$ cat config.mk
export PLATFORM = sky130hd
export DESIGN_NAME = inst_sequencer
export DESIGN_NICKNAME = d
export VERILOG_FILES = /design/src/rtl/inst_sequencer.sv
export SDC_FILE = /design/constraint.sdc
export NUM_CORES = 1
export LEC_CHECK = 0
export CAP_MARGIN = 10
export CORE_MARGIN = 5
export CORE_UTILIZATION = 45
export DETAILED_ROUTE_END_ITERATION = 10
export PLACE_DENSITY = 0.76
export SETUP_SLACK_MARGIN = 0.5
export SLEW_MARGIN = 5
export SYNTH_ARGS = -nofsm -noshare
export SYNTH_HDL_FRONTEND = slang
export SYNTH_SLANG_ARGS = --single-unit
export TNS_END_PERCENT = 1
$ cat constraint.sdc
create_clock -name clk -period 4.6 [get_ports clk]
set_clock_uncertainty 0.05 [all_clocks]
set_input_delay 1.15 -clock clk [delete_from_list [all_inputs] [get_ports clk]]
set_output_delay 1.15 -clock clk [all_outputs]
set_load 0.02 [all_outputs]
$ cat src/rtl/inst_sequencer.sv
// Q-phase instruction sequencer: PC, one-word prefetch, branch/skip flush, return stack.
// Optional single-step hold in Q1 when SEQ_SINGLE_STEP_EN is defined.
module inst_sequencer #(
    parameter int             PC_W        = 8,
    parameter int             STACK_DEPTH = 2,
    parameter logic [PC_W-1:0] RESET_VEC  = '0
) (
    input  logic            clk,
    input  logic            rst_n,
    input  logic            stall,
`ifdef SEQ_SINGLE_STEP_EN
    input  logic            step_mode,
    input  logic            step,
`endif
    input  logic [7:0]      prog_data,
    input  logic            alu_zero,
    output logic [PC_W-1:0] prog_addr,
    output logic [7:0]      inst_reg,
    output logic            clk1,
    output logic            clk2,
    output logic            clk3,
    output logic            clk4,
    output logic            flush,
    output logic            stack_err
);
    localparam int SP_W = $clog2(STACK_DEPTH + 1);

    typedef enum logic [3:0] {
        Q1 = 4'b0001,
        Q2 = 4'b0010,
        Q3 = 4'b0100,
        Q4 = 4'b1000
    } phase_e;

    phase_e                               phase_q, phase_d;
    logic [PC_W-1:0]                      pc_q, pc_d;
    logic [7:0]                           inst_q, inst_d;
    logic                                 flush_q, flush_d;
    logic                                 err_q, err_d;
    logic [SP_W-1:0]                      sp_q, sp_d;
    logic [STACK_DEPTH-1:0][PC_W-1:0]     stk_q, stk_d;

    logic            run;
    logic [PC_W-1:0] pc_inc;
    logic [PC_W-1:0] target;
    logic [PC_W+7:0] data_ext;
    logic [PC_W-1:0] pop_val;
    logic            is_br;
    logic            is_skip;
    logic [1:0]      op;

`ifdef SEQ_SINGLE_STEP_EN
    assign run = !stall && !(step_mode && (phase_q == Q1) && !step);
`else
    assign run = !stall;
`endif

    assign pc_inc   = pc_q + PC_W'(1);
    assign data_ext = {{PC_W{1'b0}}, prog_data};
    assign target   = data_ext[PC_W-1:0];
    assign op       = inst_q[5:4];
    // A flushed slot is always a plain NOP, never a branch or skip
    assign is_br    = !flush_q && (inst_q[7:6] == 2'b10);
    assign is_skip  = !flush_q && (inst_q[7:6] == 2'b00) && alu_zero &&
                      ((inst_q[5:2] == 4'b1011) || (inst_q[5:2] == 4'b1111));

    always_comb begin
        pop_val = RESET_VEC;
        for (int i = 0; i < STACK_DEPTH; i++) begin
            if (SP_W'(i + 1) == sp_q) pop_val = stk_q[i];
        end
    end

    always_ff @(posedge clk or negedge rst_n) begin
        if (!rst_n) begin
            phase_q <= Q1;
            pc_q    <= RESET_VEC;
            inst_q  <= 8'h00;
            flush_q <= 1'b1;
            err_q   <= 1'b0;
            sp_q    <= '0;
            stk_q   <= '0;
        end else begin
            phase_q <= phase_d;
            pc_q    <= pc_d;
            inst_q  <= inst_d;
            flush_q <= flush_d;
            err_q   <= err_d;
            sp_q    <= sp_d;
            stk_q   <= stk_d;
        end
    end

    always_comb begin
        phase_d = phase_q;
        pc_d    = pc_q;
        inst_d  = inst_q;
        flush_d = flush_q;
        err_d   = err_q;
        sp_d    = sp_q;
        stk_d   = stk_q;
        if (run) begin
            unique case (phase_q)
                Q1: phase_d = Q2;
                Q2: phase_d = Q3;
                Q3: phase_d = Q4;
                Q4: begin
                    phase_d = Q1;
                    inst_d  = prog_data;
                    pc_d    = pc_inc;
                    flush_d = 1'b0;
                    unique case (1'b1)
                        is_br && (op == 2'b00): begin
                            pc_d    = target;
                            inst_d  = 8'h00;
                            flush_d = 1'b1;
                        end
                        is_br && (op == 2'b01): begin
                            // Full stack drops its oldest entry
                            if (sp_q == SP_W'(STACK_DEPTH)) begin
                                for (int i = 0; i < STACK_DEPTH - 1; i++) begin
                                    stk_d[i] = stk_q[i+1];
                                end
                                stk_d[STACK_DEPTH-1] = pc_inc;
                                err_d = 1'b1;
                            end else begin
                                for (int i = 0; i < STACK_DEPTH; i++) begin
                                    if (SP_W'(i) == sp_q) stk_d[i] = pc_inc;
                                end
                                sp_d = sp_q + SP_W'(1);
                            end
                            pc_d    = target;
                            inst_d  = 8'h00;
                            flush_d = 1'b1;
                        end
                        is_br && (op == 2'b10): begin
                            if (sp_q == '0) begin
                                pc_d  = RESET_VEC;
                                err_d = 1'b1;
                            end else begin
                                pc_d = pop_val;
                                sp_d = sp_q - SP_W'(1);
                            end
                            inst_d  = 8'h00;
                            flush_d = 1'b1;
                        end
                        is_skip: begin
                            inst_d  = 8'h00;
                            flush_d = 1'b1;
                        end
                        default: ;
                    endcase
                end
                default: phase_d = Q1;
            endcase
        end
    end

    assign prog_addr = pc_q;
    assign inst_reg  = inst_q;
    assign clk1      = phase_q[0];
    assign clk2      = phase_q[1];
    assign clk3      = phase_q[2];
    assign clk4      = phase_q[3];
    assign flush     = flush_q;
    assign stack_err = err_q;
endmodule

Word level (Yosys, flattened, before mapping)
Cells that the tools add are included.
{ "word_totals": {"reg_bits": 40, "in_bits": 12, "word_cells": 66} }
{ "classes": {"n_reduce_logical": 22, "n_addsub": 3, "bitwise_logic": 1, "n_mux": 16, "eq_ne": 16} }
{ "op_table": {"columns": ["cell", "count"], "rows": [
  ["$mux W8", 6],
  ["$mux W16", 1],
  ["$pmux W8 S2", 1],
  ["$eq A4 B4 Y1 const B", 3],
  ["$pmux W4 S3", 1],
  ["$reduce_and A5 Y1", 2],
  ["$add A8 B1 Y8 const B", 1],
  ["$reduce_and A4 Y1", 2],
  ["$logic_and A1 B1 Y1", 7],
  ["$eq A2 B2 Y1 const B", 3],
  ["$logic_not A2 Y1", 3],
  ["$ne A2 B2 Y1 const B", 3],
  ["$reduce_bool A2 Y1", 3],
  ["$eq A4 B1 Y1 const B", 1],
  ["$eq A4 B2 Y1 const B", 1],
  ["$eq A4 B3 Y1 const B", 1],
  ["$mux W2", 2],
  ["$pmux W2 S2", 1],
  ["$reduce_or A4 Y1", 1],
  ["$mux W1", 3],
  ["$add A2 B1 Y2 const B", 1],
  ["$eq A1 B2 Y1 const A", 1],
  ["$eq A2 B1 Y1 const B", 1],
  ["$eq A2 B2 Y1 const A", 1],
  ["8 further kinds", 8]
]} }

Logic depth before layout (Yosys ltp)
{ "logic_depth": {"word_depth": 6, "mapped_depth": 8} }

Worst setup path after synthesis
No wires, ideal clock.
{ "synth_path": {"path_kind": "input to register", "start": "in stall", "end": "reg stk_q[15] in the netlist's numbering", "t_required_ns": 4.431, "path_slack_ns": 1.727, "t_arrival_ns": 2.704, "stages": 7, "path_cell_list": "buf_2 -> or4b_4 -> or4_4 -> buf_6 -> buf_6 -> nand2_1 -> o21ai_2"} }
{ "synth_between": {"elab_chain_cells": 2} }
{ "synth_lines": {"columns": ["element", "line_no", "rtl"], "rows": [
  ["from (decl)", "10", "input logic stall,"],
  ["$not A1 Y1 (no line)", null, null],
  ["$reduce_and A4 Y1 (no line)", null, null],
  ["to (signal assigned)", "90", "stk_q <= stk_d;"],
  ["to (decl)", "41", "logic [STACK_DEPTH-1:0][PC_W-1:0] stk_q, stk_d;"]
]} }
No other way between the ends.
A chain may end at the register's enable or synchronous reset.

Worst setup path in the final report
{ "layout_path": {"start": "in stall", "end": "reg pc_q[5] (netlist: prog_addr[5])"} }
{ "layout_between": {"elab_chain_cells": 2} }
{ "layout_lines": {"columns": ["element", "line_no", "rtl"], "rows": [
  ["$not A1 Y1 (no line)", null, null],
  ["$reduce_and A2 Y1 (no line)", null, null],
  ["to (signal assigned)", "85", "pc_q <= pc_d;"],
  ["to (decl)", "36", "logic [PC_W-1:0] pc_q, pc_d;"]
]} }
No other way between the ends.

==> results by group <==
Setup path
  • Worst Path Max Fanout: 11
  • Number of cells on the worst reg-to-reg path: 5
  • Critical path arrival: 3180 ps
  • Crit-path max cell delay: 570 ps
  • FF-to-FF End: stk_q[4]
  • Worst setup SP type: input pin
  • Worst Setup End Kind: register
  • WP data required: 4720 ps
  • Critical path's slowest cell: or4b_4
  • Worst Setup SP: stall
  • Cells along the critical path: clkdlybuf4s50_1 > or4b_4 > nor2_1 > o21ai_0 > o2bb2ai_1
  • CP Class: input pin to register
  • Flop2flop setup slack: 1990 ps
  • Worst setup path end: prog_addr[5]
  • R2r startpoint: sp_q[0]

Placement
  • HPWL Detailed: 3910 um
  • Quantity of I/O buffers inserted on ports: 33
  • GP Congestion: 0.876

Floorplanning
  • Row cnt: 25
  • Die height: 80.2 um
  • Starting Density: 0.466
  • Die Wd: 80.2 um
  • Ports: 34
  • DIE AREA: 6430 um2
  • Core area: 4750 um2

Routing
  • DR top layer: met4
  • Met2 routed WL: 2530 um
  • Vias/cell: 5.85
  • Total Routed Length: 5550 um
  • Drt drc: 0
  • Final ANT Viol Nets: 0
  • Drt initial violations: 139
  • DR WL met3: 370 um
  • Met1 wire length: 2560 um
  • Vias: 1,901
  • Routed wire per std cell: 17.1 um
  • DRT Pass-1 Iters: 6

Finish
  • Fraction of layout cells with a size suffix above 1: 0.109
  • Commonest non-fill, non-tap cells in the layout: dfrtp_1 (38), nand2_1 (34), clkdlybuf4s50_1 (32)
  • Most common cell after layout, fill and taps aside: dfrtp_1
  • Finished Core Util: 0.557
  • Max reg flops: 16
  • Number of fillers in the final layout: 467
  • Sequential cell area: 1000 um2
  • NumNets Final: 273
  • Antenna Cells: 0
  • Area Overhead vs Synth: 19.6%
  • Multi-input gate area: 1100 um2

Synthesis
  • Synth area leaders: dfrtp_1 (43%), nand2_1 (5.8%), o21ai_0 (4.7%)
  • Yosys reg bits: 40
  • Post-synth EDFFs: 0
  • Avg Inst Size Synth: 9.51 um2
  • Area leader, netlist: dfrtp_1
  • Sequential share of the synthesized area: 0.453
  • Ys Warns: 0
  • Synthesized cell area: 2220 um2
  • Distinct cells, synth: 49
  • Synth top area share: 0.429
  • Top FF cell, synth: dfrtp_1
  • Synth Instances: 233
  • Synth Net Count: 249
  • Share of flip-flops with an asynchronous set or reset: 1.00

Hold path
  • Hold Startpoint: stack_err
  • Worst min-delay path category: register to register

STA
  • Maximum clock frequency: 0.326 GHz
  • Period Utilization, post-route: 0.666
  • Max Slew Vio Count: 0
  • Setup violations, final: 0
  • RSZ-0062 raised after global routing: no
  • Worst-Margin Slew: 912 ps
  • Final hold violation count: 0
  • Tmin final: 3070 ps
  • Total Neg Setup Slack: 0 ps
  • Rel. slew slack: 0.392

CTS
  • H-tree depth: 2
  • CTS Sinks: 40
  • CTS Buf Count: 5
  • Clock transition at path regs: 80 ps
  • Root buffer cell: clkbuf_8
  • TritonCTS clock tree: built
  • Setup Buffers After CTS: 0
  • Worst-case clock buffer depth: 2
  • Post-CTS Hold Buffers: 0
  • Post-CTS sizing: 0
  • Worst-Skew Late Latency: 300 ps

Pwr
  • Peak VDD IR: 0.239 mV
  • P per Cell Area: 499 nW/um2
  • Leak pwr: 1.05 nW

Global routing
  • Vias in the first global route: 1,821
  • Antenna violations before repair: 0
  • GRT Total Usage: 0.187
  • GR Overflow Total: 0
  • Largest net degree at the start of global routing: 41
  • First-pass GRT wire length: 9270 um

Status
  • Status: complete, no violations

Job
  • MaxCap Viol Count: 0
-- stage by stage --
stage / hold WS [ps] / cells / power (mW) / instance area (um2) / setup slack [ps]
global route: 450 / 325 / 1.40 / 2650 / 1370
CTS: 436 / 325 / 1.33 / 2650 / 1540
floorplan: 401 / 233 / 0.827 / 2220 / 1730
global placement: 412 / 317 / 1.03 / 2540 / 1240
detailed placement: 418 / 317 / 1.03 / 2540 / 1230
finish: 433 / 325 / 1.32 / 2650 / 1530
-- synth_stat cells (2+ instances only) --
cell       count
buf_2          2
dfstp_2        2
o21ai_0       21
a31oi_1        3
nand2_1       34
nand3_1        4
xor2_1         2
nor2_1        17
or3_1          3
ha_1           4
a2111oi_0      3
a221oi_1       4
nand4_1        3
a22o_1         9
o21a_1         2
a2bb2oi_1      3
a21oi_1        3
inv_1          6
nand3b_1       7
xnor2_1        2
dfrtp_1       38
nor3_1         5
o2bb2ai_1      6
mux2_2         6
nor4_1         4
clkbuf_1      10
o21ai_2        3
buf_6          3
o21ai_1        4
-- how the worst min path moves through the flow --
stage	end	slack (ps)	cells after the start
2_1_floorplan	stk_q[8]	400	2
3_3_place_gp	stk_q[8]	410	2
3_5_place_dp	stack_err	420	1
4_1_cts	stack_err	440	1
5_1_grt	stack_err	450	1
6_report	stack_err	430	1
-- per-layer routing --
metal | track usage | vias up
met5 | 0 | -
met4 | 0.0591 | 0
met3 | 0.0426 | 11
met2 | 0.286 | 79
met1 | 0.262 | 904
li1 | - | 907
-- report_power, final --
part	internal (mW)	switching, mW	leakage, nW
logic	0.237	0.248	0.462
registers	0.422	0.124	0.533
clock network	0.161	0.130	0.0541
total	0.819	0.502	1.05
-- worst max-delay path, delay by kind of cell --
| kind | cells | cell delay [ps] |
|---|---|---|
| buf+inv | 1 | 540 |
| simple gates | 2 | 1110 |
| compound gates | 2 | 370 |
-- cell families after synthesis --
group,Yosys count,synth area share
buffers and inverters,22,0.0491
XOR/XNOR,4,0.0158
AO/OA/AOI/OAI,69,0.220
multiplexers,7,0.0350
flip-flops,40,0.453
adder cells (fa/ha/maj),4,0.0226
AND/OR/NAND/NOR,87,0.204
-- layout make-up --
cell class	count	area share
Clock buffer	5	0.0260
Clock inverter	3	0.0161
Inverter	6	0.00850
Multi-Input combinational cell	171	0.416
Sequential cell	40	0.379
Tap cell	67	0.0316
Timing Repair Buffer	33	0.123
(Power assumes the default switching activity.)
